### src/rtl/aesha_round_sequencer.sv
// Round sequencer for the shared AES/Keccak datapath: latches operands on start,
// then steps the round index through a Keccak pass or a two-pass AES schedule.
module aesha_round_sequencer #(
    parameter int KEY_W         = 128,
    parameter int DATA_W        = 512,
    parameter int AES_ROUNDS    = 10,
    parameter int AES_CPR       = 2,
    parameter int KECCAK_ROUNDS = 24,
    parameter int ROUND_W       = 5
) (
    input  logic               i_clk,
    input  logic               i_reset,
    input  logic               i_start,
    input  logic               i_abort,
    input  logic               i_aes_or_keccak,
    input  logic               i_enc_or_dec,
    input  logic [KEY_W-1:0]   i_key,
    input  logic [DATA_W-1:0]  i_data,
    output logic               busy,
    output logic               done,
    output logic               aclr,
    output logic               aes_or_keccak,
    output logic               enc_or_dec,
    output logic [KEY_W-1:0]   key,
    output logic [DATA_W-1:0]  data,
    output logic               genkey,
    output logic [ROUND_W-1:0] round
);

    localparam int CNT_W = (AES_CPR > 1) ? $clog2(AES_CPR) : 1;
    localparam logic [ROUND_W-1:0] AES_LAST = ROUND_W'(AES_ROUNDS - 1);
    localparam logic [ROUND_W-1:0] KEC_LAST = ROUND_W'(KECCAK_ROUNDS - 1);
    localparam logic [CNT_W-1:0]   CNT_LAST = CNT_W'(AES_CPR - 1);

    typedef enum logic [2:0] {
        S_IDLE,
        S_LOAD,
        S_RUN_KECCAK,
        S_RUN_AES,
        S_DONE
    } state_t;

    state_t             state, state_nxt;
    logic [CNT_W-1:0]   cyc, cyc_nxt;
    logic [ROUND_W-1:0] round_nxt;
    logic               genkey_nxt;
    logic               accept;

    always_ff @(posedge i_clk or posedge i_reset) begin
        if (i_reset) begin
            state         <= S_IDLE;
            cyc           <= '0;
            round         <= '0;
            genkey        <= 1'b1;
            aes_or_keccak <= 1'b0;
            enc_or_dec    <= 1'b0;
            key           <= '0;
            data          <= '0;
        end else begin
            state  <= state_nxt;
            cyc    <= cyc_nxt;
            round  <= round_nxt;
            genkey <= genkey_nxt;
            if (accept) begin
                aes_or_keccak <= i_aes_or_keccak;
                enc_or_dec    <= i_enc_or_dec;
                key           <= i_key;
                data          <= i_data;
            end
        end
    end

    // Every path into IDLE re-initialises round/genkey so the IDLE cycle already shows them.
    always_comb begin
        state_nxt  = state;
        cyc_nxt    = cyc;
        round_nxt  = round;
        genkey_nxt = genkey;
        accept     = 1'b0;
        busy       = 1'b1;
        done       = 1'b0;
        aclr       = 1'b1;
        unique case (state)
            S_IDLE: begin
                busy       = 1'b0;
                aclr       = 1'b0;
                cyc_nxt    = '0;
                round_nxt  = '0;
                genkey_nxt = 1'b1;
                if (i_start) begin
                    accept    = 1'b1;
                    state_nxt = S_LOAD;
                end
            end
            S_LOAD: begin
                aclr = 1'b0;
                if (i_abort) state_nxt = S_IDLE;
                else         state_nxt = aes_or_keccak ? S_RUN_AES : S_RUN_KECCAK;
            end
            S_RUN_KECCAK: begin
                if (i_abort) begin
                    state_nxt  = S_IDLE;
                    round_nxt  = '0;
                    genkey_nxt = 1'b1;
                end else if (round == KEC_LAST) begin
                    state_nxt = S_DONE;
                end else begin
                    round_nxt = round + ROUND_W'(1);
                end
            end
            S_RUN_AES: begin
                if (i_abort) begin
                    state_nxt  = S_IDLE;
                    cyc_nxt    = '0;
                    round_nxt  = '0;
                    genkey_nxt = 1'b1;
                end else if (cyc == CNT_LAST) begin
                    cyc_nxt = '0;
                    if (round != AES_LAST) begin
                        round_nxt = round + ROUND_W'(1);
                    end else if (genkey) begin
                        round_nxt  = '0;
                        genkey_nxt = 1'b0;
                    end else begin
                        state_nxt = S_DONE;
                    end
                end else begin
                    cyc_nxt = cyc + CNT_W'(1);
                end
            end
            S_DONE: begin
                done       = 1'b1;
                state_nxt  = S_IDLE;
                cyc_nxt    = '0;
                round_nxt  = '0;
                genkey_nxt = 1'b1;
            end
            default: state_nxt = S_IDLE;
        endcase
    end

endmodule

### config.mk
export PLATFORM = sky130hd
export DESIGN_NAME = aesha_round_sequencer
export DESIGN_NICKNAME = d
export VERILOG_FILES = /design/src/rtl/aesha_round_sequencer.sv
export SDC_FILE = /design/constraint.sdc
export NUM_CORES = 1
export LEC_CHECK = 0
export ABC_CLOCK_PERIOD_IN_PS = 31900
export CAP_MARGIN = 15
export CORE_AREA = 2 2 508 510
export DETAILED_ROUTE_END_ITERATION = 6
export DIE_AREA = 0 0 510 512
export PLACE_DENSITY = 0.35
export RECOVER_POWER = 25
export SYNTH_ARGS = -nofsm -noshare
export SYNTH_HDL_FRONTEND = slang
export SYNTH_SLANG_ARGS = --single-unit
### constraint.sdc
create_clock -name i_clk -period 31.9 [get_ports i_clk]
set_input_delay 6.38 -clock i_clk [delete_from_list [all_inputs] [get_ports i_clk]]
set_output_delay 6.38 -clock i_clk [all_outputs]
set_load 0.05 [all_outputs]
Yosys cells after proc, flatten, opt, wreduce, memory -nomap -nowiden. Index checks and enable logic that the tools add are counted.

Register bits after elaboration: 652. Word-level logic and storage cells: 62.

Mux-type cells: 30. $add $sub $neg: 2. Eq/ne operators: 14. Reductions and logical operators: 8.

Operators by type and width (number): 5-bit 2-to-1 mux (6); 3-bit 2-to-1 mux (7); 3-bit inequality test, second input constant (5); 5-bit one-hot mux with 3 select lines (1); 1-bit 2-to-1 mux (12); 3-bit one-hot mux with 4 select lines (1); 4-bit AND reduction (2); 3-bit by 2-bit equality test with 1-bit output, second input constant (2); 5-bit by 1-bit adder with 5-bit output, second input constant (1); 5-bit equality test, second input constant (1); 5-bit by 4-bit inequality test with 1-bit output, second input constant (1); 5-bit AND reduction (1); 2-bit inequality test, second input constant (2); 4-bit inequality test, second input constant (1); 2-bit OR reduction (2); 3-bit by 1-bit equality test with 1-bit output, second input constant (1); 3-bit equality test, second input constant (1); 3-bit logical NOT (1); 1-bit one-hot mux with 3 select lines (1); 3-bit nonzero test (1); 2-bit 2-to-1 mux (1); 1-bit one-hot mux with 2 select lines (1); 2-bit nonzero test (1); 1-bit adder, second input constant (1).

Logic depth before layout (Yosys ltp). Gate-level depths: netlist (run 1).

Depth in word-level cells: 5. Depth in mapped cells: 7. Gate-level depth less buffers: 7.

Least setup slack after synthesis (run 1). OpenSTA, ideal clock, no wires.

Path type: input -> register. Start: in i_abort. End: reg round[4]. Data arrival time: 7.568 ns. Path buffers: 0. Library setup time: 0.145 ns. Slack: 24.187 ns. Cell stages on the path: 5. Data required time: 31.755 ns. Cells stage by stage: or3b_4 > or4_4 > nand3b_4 > or2_4 > o31ai_1.

Cells in the longest elaborated chain, start to end: 2. Elaborated cells between the ends (all ways): 7. Classes of those cells: 3 x eq/ne; 3 x mux; 1 x reduce/logical.

RTL lines: from (decl) (RTL line 14) `input logic i_abort,`; 4-bit inequality test (no line) (tied with other cells); 4-bit AND reduction (no line) or 5-bit one-hot mux with 3 select lines (tied branches); to (signal assigned) (RTL line 62) `round <= round_nxt;`; to (decl) (RTL line 27) `output logic [ROUND_W-1:0] round`.

Parallel ways exist; a longest one is shown, timed or not. A chain may end at the register's enable or synchronous reset.

==> results.py, run 1 <==
metrics = {
    "detailed_routing": {
        "first_pass_iters": 4,
        "drt-wirelength-per-cell_microns": 23.0,
        "via_per_inst": 2.89,
        "vias": 18057,
        "drc_errors": 0,
        "postRouteAntennaNets": 0,
        "drt_iter0_drc": 492,
        "wl_microns": 144000,
    },
    "die": {
        "start_util": 0.0963,
        "pin_count": 1297,
        "die_area_sq_um": 261000,
        "core_area_sq_um": 256000,
        "die_x_microns": 510,
        "rows": 186,
        "die_h_microns": 512,
    },
    "clock_tree": {
        "post_cts_buffers": 0,
        "path_clk_slew_ns": 0.06,
        "cts_tree": "built",
        "h-tree-depth": 3,
        "ctsResizeCount": 0,
        "insertion_delay_ns": 0.71,
        "cts.path.max_buffers": 3,
        "cts.sinks": 652,
        "cts-buffers-inserted": 90,
        "root_buffer": "clkbuf_16",
        "cts.hold.buffers_added": 0,
    },
    "timing": {
        "min_period_ns": 16.84,
        "rsz0062_at_grt": "no",
        "skew_ns": 0.0450,
        "max_freq_mhz": 59.4,
        "layout_setup_ws_ns": 15.06,
        "slew-limit-headroom": -4.38,
        "period_share": 0.528,
        "slew_viol_final": 554,
        "setup_viol": 0,
        "tightest_slew_ns": 8.07,
        "fin_tns_setup_ns": 0,
        "finalHoldViolCount": 0,
    },
    "critical_path": {
        "slowest_stage": "clkbuf_1",
        "crit_path_end": "data[438]",
        "crit_start": "i_reset",
        "cpMostUsedCell": "buf_4",
        "timing.rr.end": "data[383]",
        "startpoint_type": "primary input",
        "cp-end-kind": "async pin",
        "crit_cells": 6,
        "cp_cell_sequence": "dlygate4sd3_1 > clkinvlp_2 > clkbuf_1 > buf_4 > buf_4 > buf_4",
        "critPathTopFamily": "buffers and inverters",
        "r2r_slack_ns": 22.23,
        "cp_data_required_time_ns": 32.60,
        "critical_path_arrival_ns": 17.54,
        "worst_path_largest_cell_delay_ns": 4.71,
        "r2r_start": "state[1]",
        "reg2reg_depth": 6,
        "cp_max_fo": 109,
        "crit_type": "primary input to async pin",
        "worst-path-buf-inv": 6,
    },
    "synth": {
        "netlist_instances": 1424,
        "yosys_most_used_dff": "dfrtp_1",
        "synth_seq_area_share": 0.662,
        "ys_seq_elements": 652,
        "synth_edf_count": 0,
        "synth-async-reset-ratio": 1.00,
        "yosysWarnings": 0,
        "synth_nets": 2072,
        "synth_area_sq_um": 24600,
        "syn_area_per_cell_sq_um": 17.3,
        "synth_cell_types": 40,
    },
    "layout": {
        "drive_gt1_frac": 0.151,
        "areaGrowthSynthToFinish_pct": 80.6,
        "nNetsFinal": 3406,
        "stdcell_area_sq_um": 44500,
    },
    "global_route": {
        "gr-total-overflow": 0,
        "track_usage": 0.106,
        "grt_max_degree": 138,
        "grt_pass1_vias": 19325,
        "grt_pass1_wl_microns": 187000,
        "antenna_found_initial": 122,
    },
    "placement": {
        "port_buffers": 1296,
        "globalplace.congestion": 0.798,
        "place_ws_ns": 21.05,
        "place_area_sq_um": 41300,
        "dp_hpwl_microns": 118000,
    },
    "worst_hold_path": {
        "whs_path_depth": 1,
        "hold_path.class": "flop to flop",
    },
    "power_and_ir_drop": {
        "vdd_drop_max_uv": 60.3,
        "static-leakage-power_nw": 17.0,
        "powerDensity_nw_per_um2": 134,
    },
    "flow_run": {
        "max_cap_violations": 6,
    },
    "outcome": {
        "outcome": "finished, violations left",
        "violations": "capacitance limit, slew limit",
    },
}
==> state kept, by name, summed over array words and instances, names as in the netlist <==
| name | flops |
|---|---|
| enc_or_dec | 1 |
| key | 128 |
| state | 3 |
| cyc | 1 |
| round | 5 |
| aes_or_keccak | 1 |
| genkey | 1 |
| data | 512 |
==> cell usage after synthesis, types with 2 or more instances <==
library cell / n / share of area
a21oi_1: 3 / 0.00061
buf_2: 8 / 0.0016
buf_4: 21 / 0.0064
buf_6: 43 / 0.020
dfrtp_1: 651 / 0.66
ha_1: 2 / 0.0010
inv_1: 5 / 0.00076
mux2_1: 380 / 0.17
mux2_2: 262 / 0.12
nand2_1: 4 / 0.00061
nand2b_1: 2 / 0.00051
nand3_1: 3 / 0.00061
nor3_1: 2 / 0.00041
o21ai_0: 8 / 0.0016
o21ai_1: 2 / 0.00041
o31ai_1: 3 / 0.00091
or2_2: 2 / 0.00051
==> logic make-up after synthesis <==
family,Yosys count,synth area share
compound gates,23,0.00655
fa+ha+maj,2,0.00102
buf+inv,77,0.0284
flops,652,0.662
mux,642,0.293
simple gates,28,0.00813
==> cell usage in the layout (no fill, tap or decap), drive strengths merged, types with 3 or more instances in the layout <==
master / count
clkbuf: 138
inv: 6
bufinv: 8
nand2: 4
dfrtp: 651
o31ai: 4
clkdlybuf4s50: 1293
clkinv: 15
o21ai: 10
dlygate4sd3: 3
clkinvlp: 6
diode: 33
mux2: 642
or2: 3
buf: 13
nand3: 3
a21oi: 3
==> power by group <==
group / switching, mW / internal, mW / total [mW]
logic: 2.21 / 1.15 / 3.36
registers: 0.253 / 1.25 / 1.51
clock network: 0.431 / 0.645 / 1.08
total: 2.90 / 3.04 / 5.94
==> worst min-delay path by stage <==
stage                    from   endpoint  slack (ns)
global route        data[484]  data[484]        0.49
finish              data[499]  data[499]        0.48
floorplan                 cyc        cyc        0.56
CTS                 data[423]  data[423]        0.49
detailed placement  data[324]  data[324]        0.47
global placement    data[429]  data[429]        0.47
==> routing by layer <==
layer,GRT usage,routed length (microns),up-vias
met3,0.0725,21700,235
met2,0.173,66100,993
li1,-,-,7803
met4,0.0220,2790,106
met1,0.112,52600,8920
met5,0,678,-
==> through the flow <==
stage	utilization	power, mW	hold slack (ns)	cells
floorplan	-	3.54	0.556	1424
global placement	0.162	4.93	0.466	6049
detailed placement	0.162	4.93	0.474	6049
CTS	0.174	6.07	0.486	6212
global route	0.174	6.21	0.494	6216
finish	0.174	5.94	0.480	6246
==> area by class of cell <==
class                   instances  area, sq um
clock inverters                30          458
diodes                         33         82.6
fillers                     27968       211000
well taps                    3384         4230
repair buffers               1314        13100
inverters                       5         20.0
multi-input cells             695         7590
clock buffers                 133         2670
flip-flops and latches        652        16300
No activity file was read; power rests on OpenSTA's default activity.
==> run 2, diff against run 1 <==
- ABC_CLOCK_PERIOD_IN_PS: 31900 -> 15400
- CORE_AREA: 2 2 508 510 -> 2 2 505 507
- DIE_AREA: 0 0 510 512 -> 0 0 507 509
- PLACE_DENSITY: 0.35 -> 0.36
- clock period: 31.9 -> 15.4 ns (I/O delays scaled with it)
==> run 2 against run 1 <==
- the run still ends with capacitance limit, slew limit left
- first-iteration DRC count grew 16%
- critical path depth fell by 1
- critical endpoint is now data[47]
- total power grew 110%
- via count about the same
- sequential cell count unchanged
- largest power group unchanged
- clock-buffer cell count rose by 8
- utilization up 0.24 points
==> results.py, run 2 (same netlist as run 1, synthesis figures left out) <==
metrics = {
    "outcome": {
        "outcome": "finished, violations left",
        "violations": "capacitance limit, slew limit",
    },
    "detailed_routing": {
        "drc_errors": 0,
        "drt-wirelength-per-cell_microns": 22.8,
        "postRouteAntennaNets": 0,
        "drt_iter0_drc": 572,
        "wl_microns": 142000,
        "first_pass_iters": 4,
        "via_per_inst": 2.89,
        "vias": 18041,
    },
    "critical_path": {
        "cp-end-kind": "async pin",
        "critical_path_arrival_ns": 7.44,
        "cp_max_fo": 126,
        "crit_type": "primary input to async pin",
        "cp_data_required_time_ns": 16.14,
        "startpoint_type": "primary input",
    },
    "timing": {
        "slew-limit-headroom": -0.201,
        "setup_viol": 0,
        "finalHoldViolCount": 0,
        "slew_viol_final": 30,
        "period_share": 0.436,
        "min_period_ns": 6.71,
        "rsz0062_at_grt": "no",
        "max_freq_mhz": 149,
        "fin_tns_setup_ns": 0,
        "skew_ns": 0.0394,
        "tightest_slew_ns": 1.80,
        "finalHoldWorstSlack_ns": 0.480,
    },
    "layout": {
        "nFillCells": 27686,
        "nNetsFinal": 3407,
        "final_util": 0.176,
        "final_cell_mix": "clkdlybuf4s50_1, dfrtp_1, mux2_1, mux2_2, clkbuf_16",
        "largest_reg_flops": 512,
        "seqCellArea_sq_um": 16300,
        "final_common_cell": "clkdlybuf4s50_1",
        "stdcell_area_sq_um": 44600,
        "top_regs": "data x512, key x128, round x5",
        "multiInputGateArea_sq_um": 7590,
        "areaGrowthSynthToFinish_pct": 80.9,
        "regMostFlops": "data",
        "drive_gt1_frac": 0.152,
    },
    "global_route": {
        "top_usage_layer": "met2",
        "track_usage": 0.106,
        "antenna_found_initial": 109,
        "grt_pass1_wl_microns": 185000,
        "grt_max_degree": 158,
        "grt_pass1_vias": 19510,
        "gr-total-overflow": 0,
        "use_met1": 0.106,
        "met3_usage": 0.0582,
        "grtUsageMet2": 0.187,
    },
    "clock_tree": {
        "cts.hold.buffers_added": 0,
        "path_clk_slew_ns": 0.05,
        "cts_tree": "built",
        "insertion_delay_ns": 0.73,
        "cts-buffers-inserted": 93,
        "cts.sinks": 652,
        "post_cts_buffers": 0,
        "h-tree-depth": 3,
        "root_buffer": "clkbuf_16",
        "cts.path.max_buffers": 3,
        "ctsResizeCount": 0,
    },
    "placement": {
        "globalplace.congestion": 0.837,
        "place_area_sq_um": 41300,
        "port_buffers": 1296,
        "dp_hpwl_microns": 116000,
    },
    "flow_run": {
        "max_cap_violations": 1,
    },
    "die": {
        "core_area_sq_um": 253000,
        "die_x_microns": 507,
        "die_area_sq_um": 258000,
        "rows": 185,
        "die_h_microns": 509,
        "start_util": 0.0975,
        "pin_count": 1297,
    },
    "power_and_ir_drop": {
        "power.total_mw": 12.2,
        "powerDensity_nw_per_um2": 275,
        "vdd_drop_max_uv": 147,
        "static-leakage-power_nw": 17.0,
    },
    "worst_hold_path": {
        "hold_path.class": "flop to flop",
    },
}
==> run 2: cell count changes in the layout (fill, tap and decap cells not counted), moves of 2 or more <==
cell / before / now
clkbuf_16: 92 / 94
buf_12: 1 / 6
diode_2: 33 / 35
buf_4: 11 / 9
clkinv_4: 1 / 4
clkbuf_1: 25 / 30
clkbuf_8: 21 / 18
==> run 2: final cells by class <==
class | count | area share
inverters | 5 | 0.000449
well taps | 3366 | 0.0945
repair buffers | 1312 | 0.295
clock inverters | 31 | 0.0104
flip-flops and latches | 652 | 0.366
clock buffers | 141 | 0.0608
multi-input cells | 695 | 0.170
diodes | 35 | 0.00197
==> run 2: per-stage QoR <==
stage	cells	worst slack (ns)
5_1_grt	6205	8.21
6_report	6237	8.69
2_1_floorplan	1424	3.41
3_5_place_dp	6030	8.37
4_1_cts	6202	9.18
3_3_place_gp	6030	8.37
==> run 2: path summary, 6_finish.rpt <==
kind | startpoint | to | slack [ns] | cells past startpoint
hold / removal | data[298] | data[298] | 0.48 | 1
min in group asynchronous | i_reset | data[207] | 3.13 | 2
max in group i_clk | i_start | data[331] | 8.81 | 7
setup reg to reg | state[1] | data[331] | 10.92 | 6
setup / recovery | i_reset | data[47] | 8.69 | 5
hold reg to reg | data[298] | data[298] | 0.48 | 1
==> run 2: power breakdown <==
group          internal [mW]  switching (mW)  total [mW]  leakage [nW]
registers               2.60           0.526        3.12          7.67
logic                   2.32            4.54        6.86          7.80
clock network           1.34           0.916        2.25          1.54
total                   6.26            5.98        12.2          17.0
==> run 2: layer usage <==
layer  vias to the layer above  wire length (microns)
li1                       7811                      -
met1                      8901                  48200
met2                       985                  71100
met3                       264                  18400
met4                        80                   3830
met5                         -                    520
==> run 2: worst max-delay path: stages <==
cell           delay [ns]
dlygate4sd3_1        0.55
clkinvlp_2           0.84
clkbuf_1             1.37
buf_12               0.49
buf_12               0.65
==> run 3, diff against run 2 <==
- ABC_CLOCK_PERIOD_IN_PS: 15400 -> 6300
- CORE_AREA: 2 2 505 507 -> 2 2 508 510
- DIE_AREA: 0 0 507 509 -> 0 0 510 512
- PLACE_DENSITY: 0.36 -> 0.35
- clock period: 15.4 -> 6.3 ns (I/O delays scaled with it)
==> run 3 against run 2 <==
- the run still ends with capacitance limit, slew limit left
- worst hold slack improved by 0.00085 ns
- total power is 140% higher
- non-clock buffer count grew 21
- critical path type unchanged
- critical endpoint is now data[297]
==> results.py, run 3 (same netlist as run 1, synthesis figures left out) <==
metrics = {
    "layout": {
        "final_cell_mix": "clkdlybuf4s50_1, dfrtp_1, mux2_1, mux2_2, clkbuf_16",
        "stdcell_area_sq_um": 44600,
        "fin_cells": 6265,
        "areaGrowthSynthToFinish_pct": 80.9,
        "drive_gt1_frac": 0.153,
        "regMostFlops": "data",
        "top_regs": "data x512, key x128, round x5",
        "nNetsFinal": 3426,
        "nFillCells": 28049,
        "final_common_cell": "clkdlybuf4s50_1",
        "largest_reg_flops": 512,
    },
    "placement": {
        "dp.cells": 6069,
        "place_area_sq_um": 41600,
        "port_buffers": 1296,
        "globalplace.congestion": 0.810,
        "dp_hpwl_microns": 112000,
    },
    "detailed_routing": {
        "wl_microns": 137000,
        "vias": 18072,
        "postRouteAntennaNets": 0,
        "first_pass_iters": 4,
        "drc_errors": 0,
        "drt_iter0_drc": 422,
        "via_per_inst": 2.88,
        "drt-wirelength-per-cell_microns": 21.9,
    },
    "clock_tree": {
        "root_buffer": "clkbuf_16",
        "insertion_delay_ns": 0.73,
        "h-tree-depth": 3,
        "ctsResizeCount": 0,
        "path_clk_slew_ns": 0.05,
        "cts.hold.buffers_added": 0,
        "cts.sinks": 652,
        "cts-buffers-inserted": 91,
        "post_cts_buffers": 0,
        "cts_tree": "built",
        "cts.path.max_buffers": 3,
    },
    "timing": {
        "skew_ns": 0.0269,
        "fin_tns_setup_ns": 0,
        "period_share": 0.683,
        "min_period_ns": 4.30,
        "tightest_slew_ns": 1.67,
        "finalHoldWorstSlack_ns": 0.481,
        "slew-limit-headroom": -0.112,
        "rsz0062_at_grt": "no",
        "slew_viol_final": 52,
        "max_freq_mhz": 233,
        "setup_viol": 0,
        "finalHoldViolCount": 0,
    },
    "power_and_ir_drop": {
        "power.total_mw": 29.6,
        "powerDensity_nw_per_um2": 665,
        "vdd_drop_max_uv": 327,
        "static-leakage-power_nw": 17.0,
    },
    "critical_path": {
        "crit_type": "primary input to async pin",
        "startpoint_type": "primary input",
        "cpMostUsedCell": "clkbuf_1",
        "cp_data_required_time_ns": 6.84,
        "critical_path_arrival_ns": 4.84,
        "worst_path_largest_cell_delay_ns": 1.16,
        "timing.rr.end": "data[220]",
        "cp_cell_sequence": "dlygate4sd3_1 > clkinvlp_2 > clkbuf_1 > clkbuf_1",
        "slowest_stage": "clkbuf_1",
        "crit_path_end": "data[297]",
        "r2r_slack_ns": 3.44,
        "r2r_start": "state[1]",
        "cp_max_fo": 26,
        "crit_start": "i_reset",
        "cp-end-kind": "async pin",
        "reg2reg_depth": 5,
    },
    "die": {
        "die_h_microns": 512,
        "core_area_sq_um": 256000,
        "start_util": 0.0963,
        "die_x_microns": 510,
        "die_area_sq_um": 261000,
        "pin_count": 1297,
        "rows": 186,
    },
    "global_route": {
        "grt_pass1_vias": 19455,
        "grt_max_degree": 125,
        "gr-total-overflow": 0,
        "grt_pass1_wl_microns": 180000,
        "antenna_found_initial": 116,
        "track_usage": 0.101,
    },
    "worst_hold_path": {
        "hp-start": "data[259]",
        "hold_path.class": "flop to flop",
    },
    "flow_run": {
        "max_cap_violations": 3,
    },
    "outcome": {
        "violations": "capacitance limit, slew limit",
        "outcome": "finished, violations left",
    },
}
-- run 3: cell types whose count changed in the layout (fill, tap and decap cells not counted), moves of 3 or more --
cell | before | now
buf_4 | 9 | 19
clkbuf_8 | 18 | 21
buf_12 | 6 | 9
bufinv_16 | 7 | 2
clkinv_2 | 10 | 4
clkbuf_1 | 30 | 41
clkbuf_16 | 94 | 91
-- run 3: how the worst min path moves through the flow --
| stage | cells after the start | endpoint |
|---|---|---|
| floorplan | 2 | cyc |
| global placement | 1 | data[290] |
| detailed placement | 1 | data[305] |
| CTS | 1 | data[334] |
| global route | 1 | data[264] |
| finish | 1 | data[259] |
-- run 3: metrics by stage --
step | utilization | setup WS [ns]
after detailed placement | 0.162 | 2.22
after global placement | 0.162 | 2.23
final | 0.174 | 2.00
after CTS | 0.174 | 2.28
after floorplan | - | -3.87
after global routing | 0.174 | 1.32
-- run 3: critical path: cells and delay by family --
kind     cells  cell delay, ns
buf+inv      4            3.54
-- run 3: area by class of cell --
cell class,instances,area (sq um),area share
Antenna cell,33,82.6,0.00185
Clock buffer,144,2690,0.0603
Clock inverter,19,273,0.00612
Inverter,5,20.0,0.000449
Multi-Input combinational cell,695,7620,0.171
Sequential cell,652,16300,0.366
Tap cell,3384,4230,0.0950
Timing Repair Buffer,1333,13300,0.299
-- run 3: routing by layer --
metal  GRT usage  share of wire  up-vias
met5     0.00444         0.0057        -
met4      0.0342          0.030       92
met3      0.0625           0.15      249
met2       0.161           0.45     1022
met1       0.109           0.37     8867
li1            -              -     7842
-- run 3: where the power goes --
group	internal (mW)	total, mW	switching, mW
clock	3.02	5.18	2.16
sequential	6.35	7.58	1.24
combinational	5.73	16.9	11.1
